==> config.mk <==
export PLATFORM = sky130hd
export DESIGN_NAME = switch_debouncer
export DESIGN_NICKNAME = d
export VERILOG_FILES = /design/src/rtl/switch_debouncer.sv
export SDC_FILE = /design/constraint.sdc
export NUM_CORES = 1
export LEC_CHECK = 0
export CORE_ASPECT_RATIO = 1.75
export CORE_MARGIN = 10
export CORE_UTILIZATION = 34
export DETAILED_ROUTE_END_ITERATION = 16
export GPL_TIMING_DRIVEN = 0
export PLACE_DENSITY = 0.58
export SETUP_SLACK_MARGIN = 0.15
export SYNTH_ARGS = -nofsm -noshare
export SYNTH_HDL_FRONTEND = slang
export SYNTH_SLANG_ARGS = --single-unit
==> constraint.sdc <==
create_clock -name clk -period 2.3 [get_ports clk]
set_input_delay 0.69 -clock clk [delete_from_list [all_inputs] [get_ports clk]]
set_output_delay 0.69 -clock clk [all_outputs]
set_load 0.02 [all_outputs]
==> src/rtl/switch_debouncer.sv <==
// switch_debouncer
//   Conditions asynchronous, bouncing switch/pushbutton contacts for use in the
//   clk domain. Each channel has its own 2-FF synchronizer, debounce counter
//   and two-state filter FSM. A new level is accepted only after it has been
//   seen on the synchronized input for DEBOUNCE_CYCLES consecutive cycles.
//   Accepted changes produce a clean level plus one-cycle rise/fall pulses.
//
// Parameters
//   WIDTH            number of independent switch channels
//   DEBOUNCE_CYCLES  cycles a new level must persist to be accepted (>= 2)
//
// Ports
//   clk         clock
//   reset       asynchronous, active-low reset
//   s_raw       raw switch pins, asynchronous to clk
//   s_clean     debounced, registered level per channel
//   s_rise      one-cycle pulse on s_clean 0 -> 1
//   s_fall      one-cycle pulse on s_clean 1 -> 0
//   any_change  registered OR of all rise/fall pulses, same cycle as them
module switch_debouncer #(
    parameter int unsigned WIDTH           = 4,
    parameter int unsigned DEBOUNCE_CYCLES = 240000
) (
    input  logic             clk,
    input  logic             reset,
    input  logic [WIDTH-1:0] s_raw,
    output logic [WIDTH-1:0] s_clean,
    output logic [WIDTH-1:0] s_rise,
    output logic [WIDTH-1:0] s_fall,
    output logic             any_change
);

    localparam int unsigned CW = $clog2(DEBOUNCE_CYCLES);
    localparam logic [CW-1:0] CNT_MAX = CW'(DEBOUNCE_CYCLES - 1);

    typedef enum logic {
        STABLE,
        SETTLING
    } state_t;

    logic [WIDTH-1:0] sync1;
    logic [WIDTH-1:0] sync2;
    logic [WIDTH-1:0] accept;

    always_ff @(posedge clk or negedge reset) begin
        if (!reset) begin
            sync1 <= '0;
            sync2 <= '0;
        end else begin
            sync1 <= s_raw;
            sync2 <= sync1;
        end
    end

    for (genvar i = 0; i < WIDTH; i++) begin : g_chan
        state_t        state;
        logic [CW-1:0] cnt;
        logic          clean_q;
        logic          rise_q;
        logic          fall_q;

        // Counter can only reach CNT_MAX while SETTLING, so the state check
        // does not change behaviour; it keeps the acceptance tied to the FSM.
        assign accept[i] = (sync2[i] != clean_q) && (state == SETTLING)
                           && (cnt == CNT_MAX);

        always_ff @(posedge clk or negedge reset) begin
            if (!reset) begin
                state   <= STABLE;
                cnt     <= '0;
                clean_q <= 1'b0;
                rise_q  <= 1'b0;
                fall_q  <= 1'b0;
            end else begin
                rise_q <= 1'b0;
                fall_q <= 1'b0;
                if (sync2[i] == clean_q) begin
                    // Bounce back to the old level restarts the window.
                    cnt   <= '0;
                    state <= STABLE;
                end else if (accept[i]) begin
                    clean_q <= sync2[i];
                    rise_q  <= sync2[i];
                    fall_q  <= ~sync2[i];
                    cnt     <= '0;
                    state   <= STABLE;
                end else begin
                    cnt   <= cnt + CW'(1);
                    state <= SETTLING;
                end
            end
        end

        assign s_clean[i] = clean_q;
        assign s_rise[i]  = rise_q;
        assign s_fall[i]  = fall_q;
    end

    always_ff @(posedge clk or negedge reset) begin
        if (!reset) begin
            any_change <= 1'b0;
        end else begin
            any_change <= |accept;
        end
    end

endmodule

Word-level counts from Yosys, hierarchy flattened
Index checks and enable logic that the tools add are counted.
{"block": "op_classes", "addsub": 4, "mux": 32, "bitwise": 8, "reduce_logical": 13, "eq_ne": 12}
{"operator": "two-way mux 18 bit", "n": 8}
{"operator": "adder 18 x 1 -> 18 bit (second input constant)", "n": 4}
{"operator": "equality test 18 bit (second input constant)", "n": 4}
{"operator": "two-way mux 1 bit", "n": 24}
{"operator": "logical AND 1 bit", "n": 8}
{"operator": "NOT 1 bit", "n": 8}
{"operator": "AND reduction 2 bit", "n": 4}
{"operator": "equality test 1 bit", "n": 4}
{"operator": "!= test 1 bit", "n": 4}
{"operator": "OR reduction 4 bit", "n": 1}
{"block": "word_totals", "in_bits": 6, "reg_bits": 97, "wordCells": 92, "output_inout_bits": 13}

Depth between registers and ports, before layout
{"block": "depth", "word_depth": 5, "ltp_mapped": 7, "ltp_nobuf": 6}

Worst setup path before layout
No wires, ideal clock.
{"block": "synth_path", "path_kind": "reg-to-reg", "start": "reg g_chan[3].cnt[0]", "end": "reg g_chan[3].cnt[16]", "arrival_ns": 1.693, "synth_period_minus_slack_ns": 1.811, "path_slack_ns": 0.489, "required_time_ns": 2.181, "path_buffers": 2, "setup_ns": 0.119, "path_stages_with_launch": 8, "cell_sequence": "dfrtp_1 ha_1 nand4_2 nor4_1 a21bo_1 buf_4 buf_4 nor2_1"}
{"block": "synth_via", "elab_chain_cells": 4, "elab_cells_between_ends": 5, "cone_classes": "add/sub: 1; eq/ne: 1; mux: 2; reduce/logical: 1"}
{"element": "start: declaration", "line_no": "57", "text": "logic [CW-1:0] cnt;"}
{"element": "start signal: assignment", "line_no": "88", "text": "cnt <= cnt + CW'(1);"}
{"element": "branches (longest 2 deep; another with adder 18 x 1 -> 18 bit)"}
{"element": "two-way mux 18 bit (*)", "line_no": "81", "text": "end else if (accept[i]) begin"}
{"element": "two-way mux 18 bit (*)", "line_no": "77", "text": "if (sync2[i] == clean_q) begin"}
Every way passes the cells marked *.
A chain may end at the register's enable or synchronous reset.

Worst setup path in the final report
{"block": "layout_path", "start": "reg g_chan[3].rise_q", "end": "out s_rise[3]"}
{"element": "start: declaration", "line_no": "59", "text": "logic rise_q;"}
{"element": "start signal: assignment", "line_no": "83", "text": "rise_q <= sync2[i];"}
{"element": "end: declaration", "line_no": "28", "text": "output logic [WIDTH-1:0] s_rise,"}
No word-level cell between the ends.

==> flow_summary_export.csv <==
group,metric,value,unit
clock_tree,cts_buffers,9,
run,cap_violations,0,
timing,holdWs,0.328,ns
clock_tree,htreeDepth,3,
timing,fin_skew,0.0120,ns
clock_tree,cts-root-buf,"clkbuf_16",
cells_and_area,final_common_cell,"dfrtp_1",
logic_synthesis,ys_dominant_reg_cell,"dfrtp_1",
floorplanning,ioPinCount,19,
timing,maxSlewHeadroom,63.7,%
global_route,grtUsageMet2,16.8,%
logic_synthesis,synth_edf_count,0,
clock_tree,cts_tree,"built",
floorplanning,dieHeight,173,µm
cells_and_area,n_fill_cell,1295,
placed_design,gp_congestion,0.747,
placed_design,io_buffer_count,18,
route,via_per_inst,4.91,
timing,maxClockFrequency,0.487,GHz
critical_path,required,1.61,ns
global_route,grt_max_degree,58,
route,drt-pass1-iter-count,4,
critical_path,r2r_start,"g_chan[3].cnt[12]",
global_route,first_global_vias,3279,
timing,worst_slew_pin_slew,0.540,ns
timing,rsz0062_at_grt,"no",
cells_and_area,n_antenna_cell,0,
timing,fin_crit,2.05,ns
power,p_int,2600,µW
cells_and_area,final_cell_mix,"97 x dfrtp_1, 68 x nor2_1, 36 x xnor2_1",
critical_path,rr_endpoint,"g_chan[3].cnt[16]",
critical_path,path_class,"flop to output port",
clock_tree,clk_pin_slew_worst_paths,0.07,ns
logic_synthesis,synth_top_area_share,53.1,%
clock_tree,cts_sinks,97,
logic_synthesis,synth_area_leader_cell,"dfrtp_1",
critical_path,reg2reg_slack,0.27,ns
clock_tree,holdBufCountCts,0,
power,seq_power_share,52.9,%
logic_synthesis,avgSynthCellArea,10.3,µm²
logic_synthesis,ys_seq_area_share,53.1,%
route,drtAntennaViolNets,0,
logic_synthesis,yosysUniqueCellTypes,42,
power,power_leakage,0.00225,µW
logic_synthesis,yosysWarnings,0,
global_route,grt_util_all_layers,9.69,%
cells_and_area,areaGrowthSynthToFinish,16.5,%
global_route,use_met3,2.12,%
critical_path,critPathMaxFanout,1,
route,wire_per_inst,13.2,µm
placed_design,hpwl,6280,µm
logic_synthesis,syn_nets,452,
placed_design,pre_cts_ws,0.0880,ns
min_path,worstHoldPathType,"input pin to asynchronous set/reset pin",
power,totalPowerFinal,3320,µW
logic_synthesis,ys_top_cells_by_area,"dfrtp_1 53%, xnor2_1 6.9%, nor2_1 5.6%",
critical_path,endpoint_kind,"output port",
logic_synthesis,async_flop_share,100,%
power,p_comb_share,3.7,%
floorplanning,coreArea,13300,µm²
global_route,grt_pass1_wl,15100,µm
timing,hold_violations,0,
logic_synthesis,ys_ff_latch,97,
timing,setup_viol,0,
power,netSwitchingPower,724,µW
route,vias,3194,
logic_synthesis,synth_area,4570,µm²
critical_path,startpoint,"g_chan[3].rise_q",
clock_tree,clkLatencyLatePin,0.34,ns
global_route,met1_usage,10.9,%
logic_synthesis,synthCells,442,
global_route,top_usage_layer,"met2",
timing,slew_violations,0,
global_route,antenna_found_initial,0,
power,peakVddDrop,0.000399,V
route,drt_iter0_markers,120,
critical_path,ff2ff_path_depth,6,
clock_tree,cts_buffer_depth,2,
timing,period_share,89.2,%
floorplanning,rows,56,
floorplanning,die-area,18700,µm²
timing,finalWorstSetupSlack,0.248,ns
power,sw_frac_of_total,21.8,%
timing,finalSetupTns,0,ns
outcome,outcome,"complete, no violations",
route,wirelength,8620,µm
cells_and_area,final_nets,482,
route,drc,0,
floorplanning,start_util,34.3,%
critical_path,crit_end,"s_rise[3]",
critical_path,start_kind,"flop",
global_route,grt_remaining_overflow,0,
critical_path,cp.arrival,1.36,ns
cells_and_area,drive_above_1_share,11.7,%
floorplanning,die_w,108,µm
power,pwr-share-clk,43.4,%
power,power_density,624,nW/µm²
[synthesized netlist by cell type, drive strengths merged, types with 6 or more instances]
| library cell | instances |
|---|---|
| nand3 | 28 |
| xor2 | 22 |
| xnor2 | 36 |
| a21oi | 9 |
| nand4 | 20 |
| or4 | 6 |
| nor2 | 68 |
| nor3 | 17 |
| or3 | 6 |
| and4 | 7 |
| dfrtp | 97 |
| inv | 15 |
| nand2 | 27 |
| buf | 23 |
| nor4 | 16 |
[metrics by stage]
stage / cell area, µm² / std cells / utilization, %
3_3_place_gp: 4970 / 634 / 37.3
6_report: 5320 / 651 / 40.0
2_1_floorplan: 4570 / 442 / -
4_1_cts: 5290 / 651 / 39.8
5_1_grt: 5320 / 651 / 40.0
3_5_place_dp: 4990 / 635 / 37.5
[how the worst min path moves through the flow]
stage                        start                 to  slack (ns)  cells after the start
after floorplan           sync1[0]           sync2[0]        0.33                      0
after global placement    sync1[2]           sync2[2]        0.34                      0
after detailed placement  sync1[3]           sync2[3]        0.34                      0
after CTS                    reset    g_chan[1].state        0.34                      1
after global routing      sync1[2]           sync2[2]        0.36                      0
final                        reset  g_chan[3].cnt[12]        0.33                      1
[state kept, by name, summed over array words and instances, names as in the netlist]
register,flops
any_change,1
g_chan.clean_q,4
g_chan.cnt,72
g_chan.fall_q,4
g_chan.rise_q,4
g_chan.state,4
sync1,4
sync2,4
[worst max-delay path, stage by stage, from the launching register on]
cell             delay (ns)
dfrtp_1                0.33
buf_4                  0.10
clkdlybuf4s50_1        0.60
[what timing repair did]
action,4_1_cts,5_1_grt
setup buffers,0,0
resized for setup,5,4
cloned,0,0
setup endpoints to repair,23,22
pin swaps,0,1
[power groups by stage]
stage                     logic [µW]  registers [µW]  clock network (µW)
after global placement           120            1790                   0
after detailed placement         127            1790                   0
after CTS                        128            1760                1490
after global routing             142            1760                1540
after floorplan                 62.4            1780                   0
final                            122            1760                1440
[cells by family after synthesis]
group	after synthesis	share of synthesized area (%)
AOI/OAI and AO/OA	27	4.00
xor gates and xnor gates	58	11.1
muxes	1	0.246
buffers and inverters	40	5.01
DFF	97	53.1
adders and majority gates	4	1.10
and+or+nand+nor	215	25.4
[routing by layer]
| layer | vias to the layer above | routed length [µm] | share of wire, % |
|---|---|---|---|
| li1 | 1579 | - | - |
| met1 | 1562 | 3590 | 42 |
| met2 | 43 | 4590 | 53 |
| met3 | 10 | 286 | 3.3 |
| met4 | 0 | 152 | 1.8 |
| met5 | - | 0 | 0 |
[cell type report]
class	instances	area (µm²)	share of cell area, %
sequential	97	2430	45.6
inverter	15	56.3	1.06
clock buffer	12	267	5.01
multi-input combinational	305	1950	36.7
clock inverter	4	26.3	0.494
tap	174	218	4.09
timing repair buffer	19	204	3.83
buffer	25	173	3.24
(Power assumes the default switching activity.)
